`src/rtl/uart_rx.sv`:
```
// uart_rx: 2-flop synchronised UART receiver, LSB first, one stop bit.
// Define URX_PARITY_EN to add an even-parity bit and the out_urx_pe flag.
module uart_rx #(
  parameter int DATA_W       = 6,
  parameter int CLKS_PER_BIT = 16
) (
  input  logic              in_clk,
  input  logic              in_rst,
  input  logic              in_urx,
  output logic [DATA_W-1:0] out_urx_data,
  output logic              out_urx_dv,
  output logic              out_urx_bs,
`ifdef URX_PARITY_EN
  output logic              out_urx_pe,
`endif
  output logic              out_urx_fe
);

  localparam int CW = $clog2(CLKS_PER_BIT);
  localparam int IW = (DATA_W > 1) ? $clog2(DATA_W) : 1;
  localparam logic [CW-1:0] CNT_MID = CW'((CLKS_PER_BIT - 1) / 2);
  localparam logic [CW-1:0] CNT_END = CW'(CLKS_PER_BIT - 1);
  localparam logic [IW-1:0] IDX_END = IW'(DATA_W - 1);

  typedef enum logic [2:0] {
    IDLE,
    START,
    DATA,
`ifdef URX_PARITY_EN
    PARITY,
`endif
    STOP
  } state_t;

  logic sync1, sync2, line_q;
  logic line, fall, tick;

  state_t            state, state_n;
  logic [CW-1:0]     cnt, cnt_n;
  logic [IW-1:0]     idx, idx_n;
  logic [DATA_W-1:0] sh, sh_n;
  logic [DATA_W-1:0] data_n;
  logic              dv_n, bs_n, fe_n;
`ifdef URX_PARITY_EN
  logic              pe_n;
`endif

  assign line = sync2;
  assign fall = line_q & ~line;
  assign tick = (cnt == CNT_END);

  // line_q holds the previous synchronised sample for edge detection
  always_ff @(posedge in_clk or posedge in_rst) begin
    if (in_rst) begin
      sync1  <= 1'b1;
      sync2  <= 1'b1;
      line_q <= 1'b1;
    end else begin
      sync1  <= in_urx;
      sync2  <= sync1;
      line_q <= sync2;
    end
  end

  always_ff @(posedge in_clk or posedge in_rst) begin
    if (in_rst) begin
      state        <= IDLE;
      cnt          <= '0;
      idx          <= '0;
      sh           <= '0;
      out_urx_data <= '0;
      out_urx_dv   <= 1'b0;
      out_urx_bs   <= 1'b0;
      out_urx_fe   <= 1'b0;
`ifdef URX_PARITY_EN
      out_urx_pe   <= 1'b0;
`endif
    end else begin
      state        <= state_n;
      cnt          <= cnt_n;
      idx          <= idx_n;
      sh           <= sh_n;
      out_urx_data <= data_n;
      out_urx_dv   <= dv_n;
      out_urx_bs   <= bs_n;
      out_urx_fe   <= fe_n;
`ifdef URX_PARITY_EN
      out_urx_pe   <= pe_n;
`endif
    end
  end

  always_comb begin
    state_n = state;
    cnt_n   = cnt + 1'b1;
    idx_n   = idx;
    sh_n    = sh;
    data_n  = out_urx_data;
    dv_n    = 1'b0;
    bs_n    = out_urx_bs;
    fe_n    = out_urx_fe;
`ifdef URX_PARITY_EN
    pe_n    = out_urx_pe;
`endif
    unique case (state)
      IDLE: begin
        cnt_n = '0;
        if (fall) begin
          state_n = START;
          bs_n    = 1'b1;
          fe_n    = 1'b0;
`ifdef URX_PARITY_EN
          pe_n    = 1'b0;
`endif
        end
      end
      START: begin
        if (cnt == CNT_MID) begin
          cnt_n = '0;
          idx_n = '0;
          if (line) begin
            state_n = IDLE;
            bs_n    = 1'b0;
          end else begin
            state_n = DATA;
          end
        end
      end
      DATA: begin
        // counter was re-zeroed mid start bit, so each wrap is mid data bit
        if (tick) begin
          cnt_n     = '0;
          sh_n[idx] = line;
          idx_n     = idx + 1'b1;
          if (idx == IDX_END) begin
`ifdef URX_PARITY_EN
            state_n = PARITY;
`else
            state_n = STOP;
`endif
          end
        end
      end
`ifdef URX_PARITY_EN
      PARITY: begin
        if (tick) begin
          cnt_n   = '0;
          pe_n    = ^{sh, line};
          state_n = STOP;
        end
      end
`endif
      STOP: begin
        if (tick) begin
          cnt_n   = '0;
          state_n = IDLE;
          bs_n    = 1'b0;
          if (line) begin
            data_n = sh;
            dv_n   = 1'b1;
          end else begin
            fe_n   = 1'b1;
          end
        end
      end
      default: state_n = IDLE;
    endcase
  end

endmodule
```
`config.mk`:
```
export PLATFORM = sky130hd
export DESIGN_NAME = uart_rx
export DESIGN_NICKNAME = d
export VERILOG_FILES = /design/src/rtl/uart_rx.sv
export SDC_FILE = /design/constraint.sdc
export NUM_CORES = 1
export LEC_CHECK = 0
export BUFFER_PORTS_ARGS = -buffer_cell sky130_fd_sc_hd__buf_2
export CAP_MARGIN = 20
export CORE_ASPECT_RATIO = 0.5
export CORE_MARGIN = 4
export CORE_UTILIZATION = 46
export DETAILED_ROUTE_END_ITERATION = 6
export GPL_TIMING_DRIVEN = 0
export PLACE_DENSITY_LB_ADDON = 0.05
export SETUP_SLACK_MARGIN = 0.4
export SYNTH_ARGS = -nofsm -noshare
export SYNTH_HDL_FRONTEND = slang
export SYNTH_SLANG_ARGS = --single-unit
```
`constraint.sdc`:
```
create_clock -name in_clk -period 1.99 [get_ports in_clk]
set_input_delay 0 -clock in_clk [delete_from_list [all_inputs] [get_ports in_clk]]
set_output_delay 0 -clock in_clk [all_outputs]
set_load 0.02 [all_outputs]
```
## Word-level counts from Yosys, hierarchy flattened

Index checks and enable logic that the tools add are counted.

| operators by class | value |
|---|---|
| mux-type cells | 28 |
| equality and inequality tests | 13 |
| magnitude comparators | 2 |
| reductions and logical operators | 12 |
| bitwise logic cells | 2 |
| add/sub/neg operators | 2 |

Operators by type and width:

| cell | count |
|---|---|
| $mux W3 | 7 |
| $ne A2 B2 Y1 const B | 7 |
| $pmux W3 S4 | 1 |
| $pmux W4 S3 | 1 |
| $mux W1 | 11 |
| $reduce_and A5 Y1 | 2 |
| $mux W4 | 2 |
| $bwmux W6 | 1 |
| $eq A3 B2 Y1 const B | 2 |
| $pmux W3 S2 | 1 |
| $reduce_and A3 Y1 | 2 |
| $add A4 B1 Y4 const B | 1 |
| $eq A4 B3 Y1 const B | 1 |
| $eq A4 B4 Y1 const B | 1 |
| $lt A3 B4 Y1 const B | 1 |
| $reduce_and A4 Y1 | 1 |
| $reduce_bool A2 Y1 | 2 |
| $add A3 B1 Y3 const B | 1 |
| $demux W1 S3 | 1 |
| $eq A3 B1 Y1 const B | 1 |
| $eq A3 B3 Y1 const B | 1 |
| $ge A3 B1 Y1 const B | 1 |
| $logic_not A3 Y1 | 1 |
| $pmux W1 S3 | 1 |
| other kinds (8) | 8 |

| storage, ports and cells | value |
|---|---|
| input bits | 3 |
| output and inout bits | 9 |
| flip-flop bits (word level) | 28 |

## Depth between registers and ports, before layout

Gate-level depths: netlist of run 1.

| depth | value |
|---|---|
| depth in word-level cells | 5 |
| mapped depth | 7 |
| depth with buffers taken out | 6 |

## Worst setup path before layout of run 1

Ideal clock, no wire load.

| timing path | value |
|---|---|
| kind | register -> register |
| start | register state[0] |
| end | register sh[1] |
| stages on the path, launching flop included | 7 |
| arrival | 1.449 ns |
| period minus slack after synthesis | 1.573 ns |
| slack | 0.417 ns |
| required time | 1.865 ns |
| buffers on the path | 1 |
| cell sequence | dfrtp_1 > inv_1 > ha_1 > buf_2 > and3_1 > nor3b_2 > mux2_2 |

| on the way | value |
|---|---|
| longest elaborated chain between the ends | 2 |

Ends and longest elaborated chain:

| what | RTL line | source |
|---|---|---|
| start, declared | 38 | `state_t state, state_n;` |
| start signal, assigned | 79 | `state <= state_n;` |
| $eq A3 B2 Y1 | 105 | `unique case (state)` |
| $reduce_and A2 Y1 (no source line) | n/a |  |
| end signal, assigned | 82 | `sh <= sh_n;` |
| end, declared | 41 | `logic [DATA_W-1:0] sh, sh_n;` |

Every way passes these cells.
A chain may end at the register's enable or synchronous reset.

## Worst setup path in the final report of run 1

| timing path | value |
|---|---|
| start | register cnt[0] |
| end | register sh[4] |

| on the way | value |
|---|---|
| longest elaborated chain between the ends | 2 |

Ends and longest elaborated chain:

| what | RTL line | source |
|---|---|---|
| start, declared | 39 | `logic [CW-1:0] cnt, cnt_n;` |
| start signal, assigned | 80 | `cnt <= cnt_n;` |
| $eq A4 B4 Y1 | 50 | `assign tick = (cnt == CNT_END);` |
| $reduce_and A2 Y1 (no source line) | n/a |  |

Every way passes these cells.

==> reports/qor.yml, run 1 <==
logic_synthesis:
  synth_area_leaders: "dfrtp_1 46%, mux2_2 11%, ha_1 7.6%, dfstp_2 6.0%, inv_1 2.3%"
  async_reset_ff_share_pct: 100.0
  synth-main-ff-cell: "dfrtp_1"
  yosysMostFrequentCell: "dfrtp_1"
  yosys_warnings: 0
  syn_nets: 124
  synth_top_cell_area_share_pct: 45.67
  synth_common_cells: "24 x dfrtp_1, 13 x mux2_2, 8 x ha_1, 8 x inv_1, 6 x nor2_1"
  syn_area_um2: 1315
  ys_types: 34
  synth_edf_count: 0
  ys_ff_latch: 27
  synth_cells: 113
  yosysTopAreaCell: "dfrtp_1"
  ys_seq_area_share_pct: 51.67
  synth_area_per_cell_um2: 11.64
sta:
  final.setup.tns_ns: 0
  relSlewSlack_pct: 65.56
  slew_violations: 0
  tightestPinTransition_ns: 0.5161
  finalWorstSetupSlack_ns: 0.3825
  skew_ns: 0.002984
  min_period_over_period_pct: 80.78
  clock.fmax_mhz: 622.1
  fin_hold_ws_ns: 0.2965
  layout_min_cycle_time_ns: 1.607
  hold_violations: 0
  rsz0062_at_grt: "yes"
  finalSetupViolCount: 0
detailed_routing:
  post_drt_via_cell_ratio: 5.136
  remaining_drc_errors: 0
  wirelength_um: 2271
  drt_pass1_iterations: 3
  ant_nets: 0
  vias: 909
  wl_per_cell_um: 12.83
  drt_iter0_drc: 13
outcome:
  outcome: "finished clean"
final_layout:
  area_growth_pct: 28.54
  fillers: 230
  n_antenna_cell: 0
  stdcell_area_um2: 1690
  multiInputGateArea_um2: 676.9
  regArea_um2: 681.9
  drive_above_1_share_pct: 46.43
  finalNetCount: 152
placement:
  dp_hpwl_um: 1501
  gp_congestion: 0.7331
  post_dp_cell_area_um2: 1416
  portBuffers: 11
  post-place-ws_ns: 0.2744
grt:
  grt_pass1_wl_um: 3877
  gr-usage-all-layers_pct: 13.00
  gr-total-overflow: 0
  grt_antenna_before_repair: 0
  grt_pass1_vias: 892
  grt_start_max_net_pins: 28
cts:
  cts_buffers: 3
  cts_max_level: 1
  clockRootBuffer: "clkbuf_8"
  clock_path_buffers: 2
  insertion_delay_ns: 0.27
  cts.sinks: 27
  cts_tree: "yes"
  path_clk_slew_ns: 0.09
run:
  max_cap_violations: 0
critical_path:
  crit_required_ns: 2.16
  end_kind: "flip-flop"
  path_class: "flip-flop to flip-flop"
  reg2regPathDepth: 5
  startpoint_type: "flip-flop"
  setup.worst_path.end: "sh[4]"
  path_max_fanout: 5
  r2r_slack_ns: 0.38
  worstReg2RegStart: "cnt[0]"
  cp.arrival_ns: 1.77
  r2r_end: "sh[4]"
  crit_path_start: "cnt[0]"
power:
  finalPower_mw: 1.600
  leakage_nw: 0.8187
  p_per_area_nw_per_um2: 946.5
  ir_drop_uv: 598.7
floorplan:
  die_h_um: 45.81
  coreArea_um2: 2668
  ioPinCount: 12
  die-area_um2: 3830
  dieWidth_um: 83.62
  initial_utilization_pct: 49.30
  num_rows: 13
hold_path:
  hold_class: "input pin to asynchronous set/reset pin"
==> area by class of cell <==
cell class / count / area share (%)
flip-flops and latches: 27 / 40.34
well taps: 37 / 2.739
repair buffers: 23 / 9.919
clock buffers: 3 / 2.443
multi-input cells: 73 / 40.04
inverters: 8 / 1.925
plain buffers: 5 / 2.147
clock inverters: 1 / 0.4441
==> worst min-delay path by stage <==
stage                 from               to  slack, ns  cells past startpoint
finish              in_rst  out_urx_data[3]       0.30                      3
CTS                 in_urx            sync1       0.36                      2
global placement    in_urx            sync1       0.11                      1
detailed placement  in_urx            sync1       0.11                      1
floorplan           in_urx            sync1      0.004                      0
global route        in_rst  out_urx_data[3]       0.33                      3
==> routing by layer <==
layer | GRT usage, % | vias to the layer above | share of wire, % | wire length [um]
li1 | - | 452 | - | -
met2 | 24.33 | 10 | 46 | 1055
met1 | 14.98 | 445 | 49 | 1117
met3 | 4.874 | 2 | 4.1 | 94
met5 | 0 | - | 0 | 0
met4 | 1.923 | 0 | 0.18 | 4
==> timing repair <==
| action | 4_1_cts | 5_1_grt |
|---|---|---|
| setup buffers | 4 | 4 |
| hold buffers | 2 | 0 |
| endpoints found under the setup margin | 10 | 13 |
| gates resized for setup | 10 | 18 |
| endpoints found under the hold margin | 16 | 0 |
| cloned | 0 | 1 |
| pin swaps | 3 | 7 |
==> critical path: stages, from the launching register on <==
cell      delay, ns
dfrtp_1        0.42
ha_4           0.18
and3_4         0.20
nand3b_1       0.16
nor3b_2        0.23
mux2_4         0.31
==> metrics by stage <==
stage / util, % / cells
2_1_floorplan: - / 113
5_1_grt: 63.37 / 177
6_report: 63.37 / 177
3_5_place_dp: 53.10 / 161
3_3_place_gp: 53.10 / 161
4_1_cts: 58.49 / 171
==> flip-flops by register name, indices dropped and copies added, names as in the netlist <==
register	cells
out_urx_data	6
sh	6
cnt	4
idx	3
state	2
line	1
line_q	1
out_urx_bs	1
out_urx_dv	1
out_urx_fe	1
sync1	1
==> cells by family after synthesis <==
group                    count (synthesis)  share of synthesized area [%]
AO/OA/AOI/OAI                           17                          7.992
XOR/XNOR                                 2                          1.332
adder cells (fa/ha/maj)                  8                          7.612
buffers and inverters                   13                          4.186
flip-flops                              27                          51.67
multiplexers                            15                          12.65
AND/OR/NAND/NOR                         31                          14.56
==> report_power, final <==
part,switching (mW),internal [mW]
logic,0.293,0.311
registers,0.0679,0.612
clock network,0.174,0.142
total,0.534,1.07
==> placed cells by master (no fill, tap or decap), drive strengths merged, types with 3 or more instances in the layout <==
cell type / Yosys / final
buf: 5 / 25
dfrtp: 24 / 24
mux2: 13 / 13
inv: 8 / 8
ha: 8 / 8
nor2: 6 / 6
nand3: 6 / 6
a21oi: 5 / 5
nor3: 5 / 5
clkbuf: 0 / 4
nand2: 3 / 3
dfstp: 3 / 3
o21ai: 3 / 3
Note: power is estimated with default switching activity, not from simulation.
==> inputs of run 2 (changes only) <==
clock period = 1.4 ns   (was 1.99 ns; I/O delays follow)
==> run 2 against run 1 <==
  * The flow now finishes with violations (setup timing)
  * Clock skew is essentially flat
  * Utilization grew 4.8 points
  * Non-clock buffer count grew 5
  * Total power grew 53%
  * Die area is the same
  * Sequential share of layout area shrank 2.8 points
  * Worst setup slack lost 0.59 ns
  * Critical path depth grew 1
  * Combinational power grew 69%
  * Maximum frequency shrank 0.13%
  * Largest power group is now combinational cells
==> reports/qor.yml, run 2 (synthesized netlist as in run 1, its figures left out) <==
sta:
  finalWorstSetupSlack_ns: -0.2095  # -0.5920 ns
  slew_violations: 0  # unchanged
  skew_ns: 0.003263  # +0.0002788 ns
  clock.fmax_mhz: 621.3  # -0.13%
  layout_min_cycle_time_ns: 1.609  # +0.002025 ns
  min_period_over_period_pct: 115.0  # +34 points
  hold_violations: 0  # unchanged
  finalSetupViolCount: 20  # +20
  rsz0062_at_grt: "yes"
  relSlewSlack_pct: 78.51  # +13 points
  tightestPinTransition_ns: 0.3210  # -0.1951 ns
grt:
  grt_start_max_net_pins: 28  # unchanged
  grt_pass1_vias: 968  # +8.5%
  grt_antenna_before_repair: 0  # unchanged
  gr-total-overflow: 0  # unchanged
  gr-usage-all-layers_pct: 15.15  # +2.1 points
  grt_pass1_wl_um: 4505  # +16%
detailed_routing:
  highest_layer: "met4"
  drt_iter0_drc: 28  # +15
  wl_met1_um: 1192  # +6.7%
  wirelength_um: 2586  # +14%
  wl_met2_um: 1222  # +16%
  post_drt_via_cell_ratio: 5.286  # +2.9%
  drt_pass1_iterations: 4  # +1
  wl_per_cell_um: 14.21  # +11%
  remaining_drc_errors: 0  # unchanged
  wl_met3_um: 152  # +62%
  ant_nets: 0  # unchanged
  vias: 962  # +5.8%
cts:
  cts_tree: "yes"
  path_clk_slew_ns: 0.10  # about the same
  clock_path_buffers: 2  # unchanged
  cts_max_level: 1  # unchanged
  insertion_delay_ns: 0.28  # about the same
  clockRootBuffer: "clkbuf_8"
  cts.sinks: 27  # unchanged
  cts_buffers: 3  # unchanged
final_layout:
  largestRegisters: "out_urx_data: 6 flops, sh: 6 flops, cnt: 4 flops"
  n_antenna_cell: 0  # unchanged
  finalNetCount: 157  # +3.3%
  area_growth_pct: 38.34
  instances_no_fill: 182  # +2.8%
  final_common_cell: "dfrtp_1"
  fillers: 207  # -10%
  drive_above_1_share_pct: 55.17  # +8.7 points
  final_cell_mix: "21 x dfrtp_1, 13 x buf_2, 11 x mux2_4, 11 x buf_4"
power:
  leakage_nw: 0.8729  # +6.6%
  finalPower_mw: 2.452  # +53%
  ir_drop_uv: 1072  # +79%
  p_per_area_nw_per_um2: 1348  # +42%
critical_path:
  crit_required_ns: 1.57  # -0.59 ns
  startpoint_type: "flip-flop"
  path_class: "flip-flop to flip-flop"
  end_kind: "flip-flop"
  reg2regPathDepth: 6  # +1
  path_max_fanout: 7  # +2
  cp.arrival_ns: 1.78  # about the same
outcome:
  violations: "setup timing"
  outcome: "complete, but fails checks"
run:
  max_cap_violations: 0  # unchanged
placement:
  gp_congestion: 0.7492  # +2.2%
  dp_hpwl_um: 1548  # +3.2%
  dp_cells: 161  # unchanged
  portBuffers: 11  # unchanged
  post-place-ws_ns: -0.2243  # -0.4987 ns
floorplan:
  coreArea_um2: 2668  # unchanged
  initial_utilization_pct: 49.30  # unchanged
  dieWidth_um: 83.62  # unchanged
  ioPinCount: 12  # unchanged
  die_h_um: 45.81  # unchanged
  num_rows: 13  # unchanged
  die-area_um2: 3830  # unchanged
hold_path:
  hold_class: "input pin to asynchronous set/reset pin"
-- run 2: changes by cell type in the layout (fill, tap and decap cells not counted), moves of 3 or more --
cell and change:
buf_6 +5, inv_1 -3, mux2_2 -9, inv_2 +3, mux2_4 +9
-- run 2: metrics by stage --
| step | util, % | hold slack [ns] | area [um^2] | TNS (ns) |
|---|---|---|---|---|
| floorplan | - | 0.004478 | 1395 | -0.6835 |
| global placement | 56.10 | 0.1048 | 1496 | -1.996 |
| detailed placement | 56.10 | 0.1063 | 1496 | -2.187 |
| CTS | 63.98 | -0.006646 | 1707 | -1.793 |
| global route | 68.20 | 0.1938 | 1819 | -3.664 |
| finish | 68.20 | 0.1759 | 1819 | -2.229 |
-- run 2: cell type report --
| type | instances | area [um^2] | share of cell area [%] |
|---|---|---|---|
| Multi-Input combinational cell | 73 | 745.7 | 40.99 |
| Sequential cell | 27 | 683.2 | 37.55 |
| Clock buffer | 3 | 41.29 | 2.270 |
| Inverter | 8 | 32.53 | 1.788 |
| Tap cell | 37 | 46.29 | 2.545 |
| Buffer | 5 | 43.79 | 2.407 |
| Timing Repair Buffer | 28 | 219.0 | 12.04 |
| Clock inverter | 1 | 7.507 | 0.4127 |
-- run 2: path summary, 6_finish.rpt --
path | startpoint | endpoint | slack [ns]
setup / recovery | state[0] | state[1] | -0.21
hold / removal | in_rst | out_urx_dv | 0.18
setup reg to reg | state[0] | state[1] | -0.21
hold reg to reg | sync1 | line | 0.36
max in group asynchronous | in_rst | line | 0.76
min in group in_clk | sync1 | line | 0.36
-- run 2: per-layer routing --
layer | vias up | track usage (%)
met1 | 472 | 18.48
met3 | 4 | 5.235
li1 | 463 | -
met5 | - | 0
met4 | 0 | 2.885
met2 | 23 | 27.01
-- run 2: report_power, final --
part	internal, mW	leakage, nW	switching [mW]
Clock	0.202	0.0217	0.259
Combinational	0.525	0.497	0.497
Sequential	0.873	0.355	0.0953
Total	1.60	0.873	0.852
-- run 2: what timing repair did --
action	CTS	global route
hold endpoints to repair	25	24
buffers inserted	9	5
cloned	0	0
hold buffers	1	1
gates resized for setup	23	8
pin swaps	8	6
endpoints found under the setup margin	24	24
-- run 2: critical path: stages, from the launching register on --
cell	delay [ns]
dfrtp_2	0.45
inv_2	0.10
ha_4	0.13
buf_6	0.11
nor2_1	0.04
o211ai_1	0.30
mux2_2	0.38
